==> config.mk <==
export PLATFORM = sky130hd
export DESIGN_NAME = mio_bus_responder
export DESIGN_NICKNAME = d
export VERILOG_FILES = /design/src/rtl/mio_pkg.sv /design/src/rtl/mio_addr_decode.sv /design/src/rtl/mio_bus_responder.sv
export SDC_FILE = /design/constraint.sdc
export NUM_CORES = 1
export LEC_CHECK = 0
export CAP_MARGIN = 20
export CORE_ASPECT_RATIO = 0.9
export CORE_MARGIN = 1
export CORE_UTILIZATION = 38
export DETAILED_ROUTE_END_ITERATION = 12
export PLACE_DENSITY = 0.9
export SLEW_MARGIN = 25
export SYNTH_ARGS = -nofsm -noshare
export SYNTH_HDL_FRONTEND = slang
export SYNTH_HIERARCHICAL = 1
export SYNTH_SLANG_ARGS = --single-unit
export TNS_END_PERCENT = 30
==> constraint.sdc <==
create_clock -name clk -period 1.5 [get_ports clk]
set_input_delay 0.15 -clock clk [delete_from_list [all_inputs] [get_ports clk]]
set_output_delay 0.15 -clock clk [all_outputs]
set_load 0.01 [all_outputs]
==> src/rtl/mio_pkg.sv <==
// Shared definitions for the CPU memory/IO responder: region codes,
// FSM state encoding and parameter defaults.
package mio_pkg;

  localparam logic [3:0] REG_RAM  = 4'h0;
  localparam logic [3:0] REG_SEG  = 4'hE;
  localparam logic [3:0] REG_GPIO = 4'hF;

  localparam int unsigned RAM_AW_DEF  = 10;
  localparam int unsigned RAM_LAT_DEF = 1;

  typedef enum logic [1:0] {
    ST_IDLE    = 2'd0,
    ST_RD_WAIT = 2'd1,
    ST_ACK     = 2'd2
  } mio_state_t;

endpackage

==> src/rtl/mio_addr_decode.sv <==
// Region decode of the top address nibble into RAM / SEG / GPIO / unmapped.
module mio_addr_decode
  import mio_pkg::*;
(
  input  logic [3:0] region,
  output logic       is_ram,
  output logic       is_seg,
  output logic       is_gpio,
  output logic       unmapped
);

  // One-hot region flags; anything not recognised is unmapped.
  always_comb begin
    is_ram   = (region == REG_RAM);
    is_seg   = (region == REG_SEG);
    is_gpio  = (region == REG_GPIO);
    unmapped = !(is_ram || is_seg || is_gpio);
  end

endmodule

==> src/rtl/mio_bus_responder.sv <==
// Responder side of the CPU memory/IO handshake. Decodes each request into
// RAM, seven-segment, GPIO or unmapped space, inserts RAM read wait states and
// returns a one-cycle MIO_ready with the load data.
module mio_bus_responder
  import mio_pkg::*;
#(
  parameter int unsigned RAM_AW  = RAM_AW_DEF,
  parameter int unsigned RAM_LAT = RAM_LAT_DEF
) (
  input  logic              clk,
  input  logic              rst_n,
  input  logic              CPU_MIO,
  input  logic              mem_w,
  input  logic [31:0]       addr_bus,
  input  logic [31:0]       Data_write,
  output logic [31:0]       Data_read,
  output logic              MIO_ready,
  output logic [RAM_AW-1:0] ram_addr,
  output logic              ram_we,
  output logic [31:0]       ram_din,
  input  logic [31:0]       ram_dout,
  input  logic [15:0]       sw_in,
  input  logic [3:0]        btn_in,
  output logic [15:0]       led_out,
  output logic [31:0]       seg_out
);

  localparam int unsigned CW = (RAM_LAT > 1) ? $clog2(RAM_LAT) : 1;
  localparam logic [CW-1:0] CNT_INIT = CW'(RAM_LAT - 1);

  mio_state_t  state;
  logic [CW-1:0] wait_cnt;
  logic        is_ram, is_seg, is_gpio, unmapped;
  logic [31:0] periph_rd;
  logic        unused_addr_bits;

  // Byte-lane bits and address bits above the RAM window play no part.
  assign unused_addr_bits = ^{addr_bus[27:RAM_AW+2], addr_bus[1:0], unmapped};

  mio_addr_decode u_decode (
    .region   (addr_bus[31:28]),
    .is_ram   (is_ram),
    .is_seg   (is_seg),
    .is_gpio  (is_gpio),
    .unmapped (unmapped)
  );

  // Read data for non-RAM regions; unmapped space reads as zero.
  always_comb begin
    periph_rd = '0;
    if (is_seg)
      periph_rd = {16'h0000, sw_in};
    else if (is_gpio)
      periph_rd = {12'h000, btn_in, sw_in};
  end

  // Request FSM with registered handshake, RAM strobes and peripheral registers.
  always_ff @(posedge clk or negedge rst_n) begin
    if (!rst_n) begin
      state     <= ST_IDLE;
      wait_cnt  <= '0;
      MIO_ready <= 1'b0;
      ram_we    <= 1'b0;
      Data_read <= '0;
      ram_addr  <= '0;
      ram_din   <= '0;
      led_out   <= '0;
      seg_out   <= '0;
    end else begin
      case (state)
        ST_IDLE: begin
          if (CPU_MIO) begin
            ram_addr <= addr_bus[RAM_AW+1:2];
            ram_din  <= Data_write;
            if (is_ram && !mem_w) begin
              state    <= ST_RD_WAIT;
              wait_cnt <= CNT_INIT;
            end else begin
              // Everything except a RAM load completes in one cycle; the
              // write strobe is raised together with ready so it lasts
              // exactly the ACK cycle.
              state     <= ST_ACK;
              MIO_ready <= 1'b1;
              ram_we    <= is_ram && mem_w;
              if (!mem_w)
                Data_read <= periph_rd;
              if (mem_w && is_seg)
                seg_out <= Data_write;
              if (mem_w && is_gpio)
                led_out <= Data_write[15:0];
            end
          end
        end
        ST_RD_WAIT: begin
          if (wait_cnt == '0) begin
            Data_read <= ram_dout;
            MIO_ready <= 1'b1;
            state     <= ST_ACK;
          end else begin
            wait_cnt <= wait_cnt - 1'b1;
          end
        end
        ST_ACK: begin
          MIO_ready <= 1'b0;
          ram_we    <= 1'b0;
          state     <= ST_IDLE;
        end
        default: begin
          MIO_ready <= 1'b0;
          ram_we    <= 1'b0;
          state     <= ST_IDLE;
        end
      endcase
    end
  end

endmodule

# Word level (Yosys, flattened, before mapping)
# Cells that the tools add are included.
# totals
reg_bits	127
input_bits	120
word_cells	58
# op_classes
n_addsub	1
n_eq_ne	8
n_mux	22
n_bitwise	2
n_reduce_logical	16
# op_table
op	n
$mux W32	5
$pmux W32 S2	1
$mux W20	1
$ne A2 B2 Y1 const B	5
$reduce_and A3 Y1	3
$eq A4 B4 Y1 const B	2
$mux W1	8
$reduce_and A4 Y1	2
$mux W2	3
$pmux W1 S2	3
$reduce_and A5 Y1	1
$logic_and A1 B1 Y1	4
$logic_not A4 Y1	1
$pmux W2 S2	1
$reduce_and A2 Y1	2
$eq A2 B1 Y1 const B	1
$logic_not A2 Y1	1
$not A1 Y1	2
$reduce_bool A2 Y1	1
$logic_not A1 Y1	1
$sub A1 B1 Y1 const B	1

# Logic depth before layout (Yosys ltp)
# Gate-level depths: netlist of the first run.
# depth
ltp_word	7
ltp_mapped	7
ltp_nobuf	5

# Cells and area by module
# The synthesis of the first run kept the hierarchy.
# modules_own_cells
mod	instances	cells_each	area_each_um2	seq_area_each_um2
mio_bus_responder	1	349	5276.3	3153.0
mio_addr_decode	1	6	35.0	0.0

# Least setup slack after synthesis of the first run
# Ideal clock, no wire load.
# synth_path
path_kind	reg-to-reg
from	register state[0]
to	register led_out[10]
arrival_ns	1.399
required_ns	1.375
slack_ns	-0.024
stages_incl_launch_ff	7
synth_period_minus_slack_ns	1.524
path_cell_list	dfrtp_1 > buf_6 > nor3b_2 > buf_4 > nand3_4 > buf_6 > mux2_4
# synth_between
elab_chain_len	2
# synth_lines
element	line	rtl
start: declaration	mio_bus_responder.sv:31	mio_state_t state;
start signal: assignment	mio_bus_responder.sv:60	state <= ST_IDLE;
start signal: assignment	mio_bus_responder.sv:76	state <= ST_RD_WAIT;
start signal: assignment	mio_bus_responder.sv:82	state <= ST_ACK;
$logic_not A2 Y1	mio_bus_responder.sv:70	case (state)
$reduce_and A4 Y1 (no line)	-	
end signal: assignment	mio_bus_responder.sv:90	led_out <= Data_write[15:0];
end: declaration	mio_bus_responder.sv:24	output logic [15:0] led_out,
# Every way passes these cells.
# A chain may end at the register's enable or synchronous reset.

# Worst setup path after layout of the first run
# layout_path
from	register state[1]
to	register seg_out[2]
# layout_between
elab_chain_len	2
# layout_lines
element	line	rtl
$logic_not A2 Y1	mio_bus_responder.sv:70	
$reduce_and A4 Y1 (no line)	-	
end signal: assignment	mio_bus_responder.sv:88	seg_out <= Data_write;
end: declaration	mio_bus_responder.sv:25	output logic [31:0] seg_out
# Every way passes these cells.

==> results of run 1 <==
registers in the layout, indices dropped and copies added, names as in the netlist:
name,cells
Data_read,32
MIO_ready,1
led_out,16
ram_addr,10
ram_din,32
ram_we,1
seg_out,32
state,2
metal layers:
metal  global-route usage  vias up  wire length [µm]
met2                0.337      163              6850
li1                     -     1762                 -
met5                    0        -                 0
met3               0.0729       20              1060
met4               0.0787        0               310
met1                0.225     1883              5710
what timing repair did:
item / CTS / global route
hold endpoints to repair: 32 / 0
pin swaps: 0 / 1
buffers inserted: 0 / 0
gates resized for setup: 9 / 40
setup endpoints to repair: 61 / 153
hold buffers: 1 / 0
critical path: cells and delay by family (launching register included):
kind / cells / cell delay, ns
buf+inv: 2 / 0.36
flops: 1 / 0.41
mux: 1 / 0.32
simple gates: 2 / 0.32
how the worst min path moves through the flow:
stage	from	end	slack (ns)	cells after the start
finish	rst_n	Data_read[26]	0.28	2
global route	rst_n	Data_read[24]	0.33	2
floorplan	rst_n	Data_read[0]	-0.15	0
global placement	rst_n	Data_read[26]	0.17	1
detailed placement	rst_n	Data_read[26]	0.18	1
CTS	rst_n	Data_read[24]	0.30	2
power groups by stage:
| stage | Sequential [W] | Combinational (W) | Clock [W] |
|---|---|---|---|
| 5_1_grt | 0.00418 | 0.00243 | 0.00387 |
| 3_5_place_dp | 0.00419 | 0.00237 | 0 |
| 2_1_floorplan | 0.00437 | 0.000650 | 0 |
| 3_3_place_gp | 0.00416 | 0.00232 | 0 |
| 4_1_cts | 0.00414 | 0.00236 | 0.00372 |
| 6_report | 0.00413 | 0.00229 | 0.00363 |
final cells by class:
type / count / area, µm² / share of cell area
clock buffers: 24 / 492 / 0.0574
clock inverters: 6 / 36.3 / 0.00423
inverters: 23 / 86.3 / 0.0101
multi-input cells: 183 / 1960 / 0.228
flip-flops and latches: 126 / 3150 / 0.368
well taps: 168 / 210 / 0.0245
repair buffers: 250 / 2640 / 0.308
through the flow:
| stage | hold WS, ns | util | worst slack (ns) | total power, W | TNS [ns] |
|---|---|---|---|---|---|
| 2_1_floorplan | -0.146 | - | -0.00442 | 0.00502 | -0.0442 |
| 4_1_cts | 0.297 | 0.629 | -0.0665 | 0.0102 | -1.93 |
| 5_1_grt | 0.327 | 0.637 | -0.122 | 0.0105 | -6.22 |
| 3_5_place_dp | 0.181 | 0.589 | -0.384 | 0.00656 | -36.00 |
| 3_3_place_gp | 0.167 | 0.589 | -0.321 | 0.00648 | -35.09 |
| 6_report | 0.285 | 0.637 | -0.0565 | 0.0101 | -1.34 |
cells in the final DEF (no fill, tap or decap):
master,count
a21oi_1,2
a22o_1,12
a31oi_1,21
and3b_1,21
buf_12,9
buf_4,16
clkbuf_1,3
clkbuf_16,17
clkbuf_8,4
clkdlybuf4s50_1,177
clkinv_2,4
clkinv_4,1
clkinvlp_4,1
dfrtp_1,126
dlygate4sd2_1,9
dlygate4sd3_1,1
dlymetal6s2s_1,38
inv_1,23
mux2_2,50
mux2_4,40
mux2i_1,20
nand2b_1,2
nand3_1,1
nand3_4,2
nor2_1,4
nor2b_1,1
nor3_1,1
nor3b_1,1
nor3b_2,1
nor3b_4,1
nor4_4,1
o21bai_4,1
or2_2,1
==> impl_metrics.yaml, run 1 <==
drt:
  drt_iter0_drc: 117
  post-route-drc-count: 0
  wl_per_cell_um: 17.9
  routed_wl_um: 13900
  drt-pass1-iter-count: 4
  ant_nets: 0
  vias_per_cell: 4.91
  vias: 3828
critical_path:
  worstPathCellList: "nor3b_4, buf_12, nand3_4, buf_12, mux2_4"
  r2r_end: "seg_out[2]"
  cp_slowest_cell: "dfrtp_1"
  path_class: "reg -> reg"
  endpoint: "seg_out[2]"
  crit_start: "state[1]"
  r2r_cells: 5
  cp.required_ns: 1.79
  r2r-start: "state[1]"
  path_max_fanout: 32
  cpMostUsedCell: "buf_12"
  crit_arrival_ns: 1.84
  crit_path_max_incr_delay_ns: 0.41
  critPathLaunchType: "register"
  r2r_setup_slack_ns: -0.06
  cp-end-kind: "register"
cts:
  cts_buffer_depth: 2
  worstSkewPairLatency_ns: 0.41
  cts.sinks: 126
  clk_pin_slew_ns: 0.05
  root_buffer: "clkbuf_16"
  cts_inserted_buffers: 17
  cts_tree: "built"
  htreeDepth: 4
sta:
  skew_ns: 0.0148
  rsz0062_at_grt: "yes"
  fmax_mhz: 642
  hold_violations: 0
  finalMaxSlewViolations: 0
  tightestPinTransition_ns: 0.563
  setup_violations: 32
  period_minus_slack_ns: 1.56
  relSlewSlack: 0.624
  post-route-worst-setup-slack_ns: -0.0565
  period_share: 1.04
layout:
  diodes: 0
  stdcell_count: 780
  fin_nets: 721
  final_cell_area_um2: 8570
  drive_gt1_frac: 0.243
  area_delta_synth_final_pct: 61.6
  fill_cells: 960
worst_hold_path:
  hold_path.class: "in -> async"
pwr:
  pwr-share-clk: 0.361
  swShare: 0.245
  comb_power_share: 0.228
  vdd_drop_max_uv: 1060
  leakagePower_nw: 4.48
  power_switching_w: 0.00246
  powerDensity_nw_per_um2: 1170
  power.internal_w: 0.00759
  power_frac_seq: 0.411
yosys:
  ys_warn_count: 6
  syn_inst: 354
  synth_area_um2: 5310
  synth_fp_nets: 474
  syn_avg_cell_area_um2: 15.0
floorplanning:
  dieHeight_um: 114
  ios: 244
  initial_core_util: 0.394
  core_area_um2: 13500
  die_x_um: 127
  dieArea_um2: 14400
  rows: 40
global_route:
  grt_pass1_vias: 4165
  overflow: 0
  grt_antenna_before_repair: 0
  grt_use_total: 0.197
  grt_max_degree: 39
  grt_pass1_wl_um: 21800
placement:
  gp_congestion: 0.844
  port_buffers: 225
  dpl.hpwl_um: 10000
  dpl.cell_count: 749
  dpl_cell_area_um2: 7940
status:
  outcome: "finished with violations"
  failed_checks: "negative setup slack"
flow_run:
  timing.max_cap.violations: 0
No activity file was read; power rests on OpenSTA's default activity.
==> run 2: changes to the inputs <==
Settings changed: GPL_ROUTABILITY_DRIVEN set to 0, SETUP_SLACK_MARGIN set to 0.4.
==> run 2 against run 1 <==
  * The flow still finishes with violations (negative setup slack)
  * Sequential share of layout area is the same
  * Clock skew shrank 0.0025 ns
  * Final cell count grew 1.7%
  * Sequential power grew 1%
  * Flip-flop and latch count is the same
  * Global-route usage grew 1.9 points
  * Fmax grew 2.5%
  * Die area is the same
  * Combinational power is essentially flat
  * Core utilization is the same
  * Critical endpoint is now seg_out[25]
  * Largest power group unchanged
==> impl_metrics.yaml, run 2 (same netlist as run 1, synthesis figures left out) <==
global_route:
  grt_pass1_vias: 4498
  grt_max_degree: 39
  grt_use_total: 0.216
  grt_antenna_before_repair: 0
  grt_pass1_wl_um: 23800
  overflow: 0
placement:
  port_buffers: 225
  post-place-ws_ns: -0.355
  dpl.hpwl_um: 10200
  dpl.cell_count: 750
floorplanning:
  initial_core_util: 0.394
  die_x_um: 127
  core_area_um2: 13500
  dieHeight_um: 114
  dieArea_um2: 14400
  rows: 40
  ios: 244
layout:
  area_delta_synth_final_pct: 61.6
  final_common_cell: "dfrtp_1"
  stdcell_count: 793
  diodes: 0
  fill_cells: 967
  fin_nets: 733
  final_cell_mix: "dfrtp_1, clkdlybuf4s50_1, buf_2"
  top_regs: "Data_read: 32 flops, ram_din: 32 flops, seg_out: 32 flops"
  drive_gt1_frac: 0.477
drt:
  vias: 3944
  ant_nets: 0
  wl_met1_um: 6180
  routed_wl_um: 15500
  drt-pass1-iter-count: 4
  post-route-drc-count: 0
  dr_wl_met2_um: 7850
  met3_length_um: 1150
  drt_iter0_drc: 119
  wl_per_cell_um: 19.5
  highest_layer: "met4"
  vias_per_cell: 4.97
critical_path:
  path_class: "reg -> reg"
  r2r_setup_slack_ns: -0.02
  path_max_fanout: 17
  crit_arrival_ns: 1.81
  cp-end-kind: "register"
  r2r_cells: 5
  crit_path_max_incr_delay_ns: 0.41
  critPathLaunchType: "register"
  cp.required_ns: 1.79
  cp_slowest_cell: "dfrtp_1"
  r2r-start: "state[1]"
  r2r_end: "seg_out[25]"
  worstPathCellList: "nor3b_4, buf_4, nand3_4, buf_12, mux2_4"
pwr:
  vdd_drop_max_uv: 816
  leakagePower_nw: 4.34
  powerDensity_nw_per_um2: 1240
  fin_total_pwr_w: 0.0107
cts:
  cts_tree: "built"
  clk_pin_slew_ns: 0.06
  worstSkewPairLatency_ns: 0.42
  htreeDepth: 4
  cts_inserted_buffers: 17
  cts_buffer_depth: 2
  cts.sinks: 126
  root_buffer: "clkbuf_16"
sta:
  skew_ns: 0.0123
  finalMaxSlewViolations: 0
  relSlewSlack: 0.633
  rsz0062_at_grt: "yes"
  fmax_mhz: 659
  post-route-worst-setup-slack_ns: -0.0185
  period_share: 1.01
  tightestPinTransition_ns: 0.550
  hold_violations: 0
  setup_violations: 28
  period_minus_slack_ns: 1.52
status:
  failed_checks: "negative setup slack"
  outcome: "finished with violations"
flow_run:
  timing.max_cap.violations: 0
worst_hold_path:
  hold_path.class: "in -> async"
## run 2: layout make-up
class	instances	area, µm²	area share
repair buffers	262	2430	0.284
well taps	168	210	0.0245
clock inverters	10	138	0.0161
clock buffers	21	460	0.0537
multi-input cells	183	2090	0.244
inverters	23	86.3	0.0101
flip-flops and latches	126	3150	0.368
## run 2: how the worst max path moves through the flow
stage | startpoint | to | slack [ns] | cells after the start
after floorplan | state[0] | led_out[10] | -0.004 | 6
after global placement | CPU_MIO | led_out[10] | -0.33 | 6
after detailed placement | addr_bus[29] | seg_out[10] | -0.35 | 6
after CTS | state[0] | seg_out[2] | -0.04 | 5
after global routing | state[1] | seg_out[2] | -0.07 | 5
final | state[1] | seg_out[25] | -0.02 | 5
## run 2: report_power, final
group          switching, W  leakage, nW  internal [W]
logic              0.000896         2.44       0.00141
clock network       0.00149        0.289       0.00269
registers          0.000309         1.61       0.00386
## run 2: repair_timing
action / 4_1_cts / 5_1_grt
buffers inserted: 4 / 1
endpoints found under the setup margin: 249 / 249
gates resized for setup: 549 / 31
hold endpoints to repair: 33 / 0
hold buffers: 1 / 0
gates cloned: 4 / 2
pin swaps: 1 / 13
## run 2: through the flow
| step | setup TNS (ns) | hold WS (ns) | util | cell area (µm²) |
|---|---|---|---|---|
| 3_3_place_gp | -34.43 | 0.159 | 0.589 | 7930 |
| 5_1_grt | -3.73 | 0.318 | 0.637 | 8570 |
| 3_5_place_dp | -38.73 | 0.175 | 0.589 | 7930 |
| 2_1_floorplan | -0.0356 | -0.146 | - | 5310 |
| 6_report | -0.174 | 0.280 | 0.637 | 8570 |
| 4_1_cts | -1.03 | 0.270 | 0.625 | 8410 |
## run 2: per-layer routing
metal	global-route usage	up-vias
met3	0.0836	26
met5	0	-
met4	0.0916	0
li1	-	1772
met2	0.375	167
met1	0.238	1979
## run 2: worst max-delay path, delay by kind of cell, from the launching register on
| family | cells | cell delay (ns) |
|---|---|---|
| buffers and inverters | 2 | 0.35 |
| DFF | 1 | 0.41 |
| and+or+nand+nor | 2 | 0.33 |
| muxes | 1 | 0.30 |
